[src/rtl/funct_generator_mult_arb.sv]
// funct_generator_mult_arb
// Round-robin arbiter that shares one pipelined signed multiplier between
// N_REQ function-generator channels. The first stage computes the product and
// the remaining stages are pure delay. Results leave through a single tagged
// valid/ready port in the order the operands were accepted.
//
// Optional feature, macro FUNCT_GEN_ARB_FIXPRIO_EN:
//   defined   -> requester 0 has strict priority; requesters 1..N_REQ-1 share
//                a round-robin pointer that ranges over 1..N_REQ-1 (reset 1)
//   undefined -> plain round-robin over all requesters (pointer reset 0)
//
// Ports:
//   clk          rising-edge clock
//   rst          synchronous active-high reset
//   req_valid_i  per-requester operand valid
//   req_a_i      flattened signed operand A, requester k at [k*DATA_WIDTH +: DATA_WIDTH]
//   req_b_i      flattened signed operand B, same packing
//   req_ready_o  one-hot grant, operands taken when valid & ready
//   res_valid_o  result valid (registered)
//   res_ready_i  downstream can accept
//   res_id_o     requester index owning the result
//   res_data_o   signed 2*DATA_WIDTH product
//   busy_o       at least one pipeline stage holds a valid entry

module funct_generator_mult_arb #(
    parameter int DATA_WIDTH = 32,
    parameter int N_REQ      = 4,
    parameter int ID_WIDTH   = $clog2(N_REQ),
    parameter int MULT_LAT   = 2
) (
    input  logic                        clk,
    input  logic                        rst,
    input  logic [N_REQ-1:0]            req_valid_i,
    input  logic [N_REQ*DATA_WIDTH-1:0] req_a_i,
    input  logic [N_REQ*DATA_WIDTH-1:0] req_b_i,
    output logic [N_REQ-1:0]            req_ready_o,
    output logic                        res_valid_o,
    input  logic                        res_ready_i,
    output logic [ID_WIDTH-1:0]         res_id_o,
    output logic [2*DATA_WIDTH-1:0]     res_data_o,
    output logic                        busy_o
);

`ifdef FUNCT_GEN_ARB_FIXPRIO_EN
    localparam logic [ID_WIDTH-1:0] PTR_RESET = ID_WIDTH'(1);
`else
    localparam logic [ID_WIDTH-1:0] PTR_RESET = '0;
`endif

    logic [MULT_LAT-1:0]           r_valid;
    logic [ID_WIDTH-1:0]           r_id   [MULT_LAT];
    logic [2*DATA_WIDTH-1:0]       r_prod [MULT_LAT];
    logic [ID_WIDTH-1:0]           r_ptr;
    logic                          r_busy;

    logic [MULT_LAT-1:0]           w_adv;
    logic [MULT_LAT-1:0]           w_validNext;
    logic                          w_canAccept;
    logic [N_REQ-1:0]              w_grant;
    logic [ID_WIDTH-1:0]           w_grantId;
    logic                          w_accept;
    logic [ID_WIDTH-1:0]           w_ptrNext;
    logic signed [DATA_WIDTH-1:0]  w_a;
    logic signed [DATA_WIDTH-1:0]  w_b;
    logic signed [2*DATA_WIDTH-1:0] w_prod;

    // Advance chain from the output stage backwards: a stage may move on when
    // the stage after it moves on or is empty, which squeezes out bubbles.
    always_comb begin : advanceChain
        logic chain;
        chain = !r_valid[MULT_LAT-1] || res_ready_i;
        w_adv = '0;
        w_adv[MULT_LAT-1] = chain;
        for (int k = MULT_LAT-2; k >= 0; k--) begin
            chain    = chain || !r_valid[k+1];
            w_adv[k] = chain;
        end
        w_canAccept = w_adv[0] || !r_valid[0];
    end

    // Grant search starting at the pointer with wrap-around; only valid
    // requesters are ever granted and nothing is granted during reset.
    always_comb begin : grantSearch
        logic                found;
        logic [ID_WIDTH-1:0] cand;
        w_grant   = '0;
        w_grantId = '0;
        found     = 1'b0;
        cand      = '0;
        if (w_canAccept && !rst) begin
`ifdef FUNCT_GEN_ARB_FIXPRIO_EN
            if (req_valid_i[0]) begin
                w_grant[0] = 1'b1;
                found      = 1'b1;
            end
            for (int i = 0; i < N_REQ-1; i++) begin
                cand = ID_WIDTH'(1 + ((int'(r_ptr) - 1 + i) % (N_REQ - 1)));
                if (!found && req_valid_i[cand]) begin
                    w_grant[cand] = 1'b1;
                    w_grantId     = cand;
                    found         = 1'b1;
                end
            end
`else
            for (int i = 0; i < N_REQ; i++) begin
                cand = ID_WIDTH'((int'(r_ptr) + i) % N_REQ);
                if (!found && req_valid_i[cand]) begin
                    w_grant[cand] = 1'b1;
                    w_grantId     = cand;
                    found         = 1'b1;
                end
            end
`endif
        end
    end

    // Pointer moves just past the granted requester; a requester-0 grant in
    // fixed-priority mode leaves the round-robin pointer untouched.
    always_comb begin : pointerNext
        w_accept  = |w_grant;
        w_ptrNext = r_ptr;
`ifdef FUNCT_GEN_ARB_FIXPRIO_EN
        if (w_accept && (w_grantId != '0))
            w_ptrNext = (w_grantId == ID_WIDTH'(N_REQ-1)) ? ID_WIDTH'(1) : w_grantId + ID_WIDTH'(1);
`else
        if (w_accept)
            w_ptrNext = (w_grantId == ID_WIDTH'(N_REQ-1)) ? '0 : w_grantId + ID_WIDTH'(1);
`endif
    end

    assign w_a    = req_a_i[w_grantId*DATA_WIDTH +: DATA_WIDTH];
    assign w_b    = req_b_i[w_grantId*DATA_WIDTH +: DATA_WIDTH];
    assign w_prod = (2*DATA_WIDTH)'(w_a) * (2*DATA_WIDTH)'(w_b);

    // Stage k reloads whenever the stage before it advances; S1 reloads
    // whenever it is free, taking a bubble if nothing was granted.
    always_comb begin : validNext
        w_validNext = r_valid;
        if (w_canAccept)
            w_validNext[0] = w_accept;
        for (int k = 1; k < MULT_LAT; k++) begin
            if (w_adv[k-1])
                w_validNext[k] = r_valid[k-1];
        end
    end

    always_ff @(posedge clk) begin
        if (rst) begin
            r_valid <= '0;
            r_busy  <= 1'b0;
            r_ptr   <= PTR_RESET;
            for (int k = 0; k < MULT_LAT; k++) begin
                r_id[k]   <= '0;
                r_prod[k] <= '0;
            end
        end else begin
            r_valid <= w_validNext;
            r_busy  <= |w_validNext;
            if (w_accept)
                r_ptr <= w_ptrNext;
            if (w_canAccept) begin
                r_id[0]   <= w_grantId;
                r_prod[0] <= w_accept ? w_prod : '0;
            end
            for (int k = 1; k < MULT_LAT; k++) begin
                if (w_adv[k-1]) begin
                    r_id[k]   <= r_id[k-1];
                    r_prod[k] <= r_prod[k-1];
                end
            end
        end
    end

    assign req_ready_o = w_grant;
    assign res_valid_o = r_valid[MULT_LAT-1];
    assign res_id_o    = r_id[MULT_LAT-1];
    assign res_data_o  = r_prod[MULT_LAT-1];
    assign busy_o      = r_busy;

endmodule

[config.mk]
export PLATFORM = sky130hd
export DESIGN_NAME = funct_generator_mult_arb
export DESIGN_NICKNAME = d
export VERILOG_FILES = /design/src/rtl/funct_generator_mult_arb.sv
export SDC_FILE = /design/constraint.sdc
export NUM_CORES = 2
export LEC_CHECK = 0
export CORE_AREA = 2 2 282 284
export DETAILED_ROUTE_END_ITERATION = 6
export DIE_AREA = 0 0 284 286
export PLACE_DENSITY = 0.81
export RECOVER_POWER = 100
export SYNTH_ARGS = -nofsm -noshare
export SYNTH_HDL_FRONTEND = slang
export SYNTH_SLANG_ARGS = --single-unit
[constraint.sdc]
create_clock -name clk -period 10.4 [get_ports clk]
set_clock_uncertainty 0.15 [all_clocks]
set_input_delay 1.56 -clock clk [delete_from_list [all_inputs] [get_ports clk]]
set_output_delay 1.56 -clock clk [all_outputs]
set_load 0.03 [all_outputs]
==> impl_results.md <==
* Clk_lat worst skew at 0.44 ns
* # fillers at 5309
* Die ar. at 0.0812 mm2
* WL final at 159000 um
* Vias per inst at 5.80
* Critical path startpoint: req_valid_i[2]
* CP required at 10.40 ns
* Ranking of synthesized cells by area: fa_1 (50%), edfxtp_1 (9.1%), inv_1 (8.3%)
* Final ANT Viol Nets at 0
* Pre-CTS setup slack at -1.37 ns
* Chip height at 286 um
* Final Critical Period at 10.88 ns
* Top cells by count, synth: fa_1 (1082), inv_1 (959), nand2_1 (647)
* Initial core utilization at 55.6%
* Register bit total from synthesis at 137
* Global Route Usage Sum at 39.6%
* Max Transition Viols Final at 100
* Failing checks: design-rule violations, max-capacitance violations, max-slew violations, negative setup slack
* R2r setup slk at -0.03 ns
* Max-slew headroom at -59.7%
* DR vias at 38000
* Post-synth top area cell: fa_1
* Clk slew on worst S/H paths at 0.07 ns
* Standard-cell row count at 103
* Global route total overflow at 0
* WL/cell at 24.3 um
* Count leader, synth: fa_1
* CP dominant cell by count: fa_1
* Port Buffers at 334
* Vias in the first global route at 42000
* Largest net degree at the start of global routing at 73
* CP peak stage delay at 0.61 ns
* Final worst slack at -0.478 ns
* Predominant post-synthesis flop cell: edfxtp_1
* Register area share after synthesis at 9.33%
* WHS Endpoint: r_id[0][3]
* Avg Cell Area, Syn at 9.32 um2
* Post-CTS Hold Buffers at 0
* Core area at 0.0784 mm2
* Hold Crit Class: reg -> reg
* Synth warn at 0
* Setup CP Type: in -> reg
* WP data arrival at 10.88 ns
* Synth cell types at 72
* Initial DRC Count at 4164
* Synth top area share at 49.7%
* GP Congestion at 1.07
* Number of synthesized flops with an enable pin at 132
* Post-synth net total at 6212
* FMAX at 91.9 MHz
* Ports at 335
* Mapped cell area at 0.0436 mm2
* Slowest cell on the critical path: a2111o_1
* Number of antenna violations at the first check in global routing at 6
* Register area at 0.00406 mm2
* Crit start category: primary input
* First-pass DRT Iterations at 7
* CTS tree: yes
* RSZ-0062 raised after global routing: yes
* Reg-to-Reg Start: r_ptr[0]
* Reg2Reg Depth at 38
* Root Buffer: clkbuf_16
* Max cap viols at 2
* H-tree depth at 4
* Fin. Hold Viols at 0
* Hold Crit Start: r_id[0][1]
* Drt drc at 55
* Clock buffer count from CTS at 17
* Area taken by multi-input logic gates at 0.0358 mm2
* Layout area overhead at 28.8%
* Clock Sinks at 137
* Final period util at 105%
* First-pass GRT wire length at 239000 um
* Status: finished, violations left
* Crit path max fanout at 8
* Maximum buffer depth of the clock tree at 2
* Share of post-route cells with drive strength above 1 at 21.6%
* FFs w/ async S/R, synth at 0%
* Setup violators final at 21
* CP endpoint kind: flip-flop
* Hold path depth at 1
* Die width at 284 um
* Synthesized instance count at 4675
* Final #Nets at 7017
* Slew @ Worst Pin at 2.40 ns
* Detailed placer's ending HPWL at 128000 um
* Reg2reg end: r_prod[0][53]
[metal layers]
layer	vias to the layer above	track usage, %	part of all wire [%]
li1	15400	-	-
met1	18800	42.9	31
met2	2702	63.8	46
met3	1097	13.2	12
met4	8	32.0	11
met5	-	0.349	0.056
[sequential cells by signal, summed over array words and instances, names as in the netlist]
name / cells
r_prod: 128
busy_o: 1
r_id: 4
r_ptr: 2
r_valid: 2
[layout make-up]
| class | count | area share, % |
|---|---|---|
| diodes | 4 | 0.0178 |
| multi-input cells | 3260 | 63.8 |
| repair inverters | 1 | 0.0134 |
| clock buffers | 17 | 0.758 |
| repair buffers | 1096 | 18.9 |
| inverters | 967 | 6.48 |
| clock inverters | 15 | 0.421 |
| well taps | 1050 | 2.34 |
| flip-flops and latches | 137 | 7.24 |
[through the flow]
stage / std cells / area (um2) / TNS (ns) / util, % / hold slack (ns)
floorplan: 4675 / 43800 / -1.49 / - / 0.347
global placement: 6408 / 52700 / -32.43 / 67.3 / 0.349
detailed placement: 6408 / 52700 / -36.61 / 67.3 / 0.355
CTS: 6513 / 55100 / -1.24 / 70.3 / 0.363
global route: 6545 / 56100 / -9.00 / 71.6 / 0.386
finish: 6547 / 56100 / -4.84 / 71.6 / 0.362
[worst max path at each step]
stage,endpoint,slack (ns),cells past startpoint
final,r_prod[0][53],-0.48,38
after global routing,r_prod[0][53],-0.58,38
after CTS,r_prod[0][57],-0.18,37
after detailed placement,r_prod[0][60],-1.37,35
after global placement,r_prod[0][60],-1.25,35
after floorplan,r_prod[0][60],-0.24,30
[layout by cell type (no fill, tap or decap), drive strengths merged, types with 16 or more instances in the layout]
master,Yosys,final
xnor2,44,44
a21oi,78,78
nor2,626,626
dlygate4sd3,0,20
buf,227,762
o21ai,43,43
nand4,16,16
nand2b,20,20
nand3,29,29
inv,966,970
clkdlybuf4s50,0,310
nor3,18,18
nand2,658,658
a21o,31,31
mux2i,126,126
xor2,24,24
fa,1082,1082
clkbuf,84,21
and2,126,126
ha,192,192
o21bai,16,16
edfxtp,132,132
[logic make-up (layout without fill, tap and decap cells)]
family,Yosys count,count (layout),share of synthesized area (%)
flip-flops,137,137,9.33
XOR/XNOR,68,68,1.37
AO/OA/AOI/OAI,243,243,3.65
AND/OR/NAND/NOR,1537,1537,14.7
other,0,4,0
adder cells (fa/ha/maj),1274,1274,55.2
buffers and inverters,1278,2096,12.4
multiplexers,138,138,3.31
[critical path: cells and delay by family]
kind,cells,cell delay [ns]
compound gates,4,1.20
simple gates,11,1.48
mux,2,0.73
fa+ha+maj,9,4.33
buf+inv,12,1.54
[timing repair]
action                     4_1_cts  5_1_grt
setup endpoints to repair       37       43
pin swaps                      111      131
resized for setup              284      221
setup buffers                   68       34
cloned                           6        2
Power is left out: the tool's default activity adds up to more than one toggle a clock period on the data nets, which glitch-free logic cannot reach.
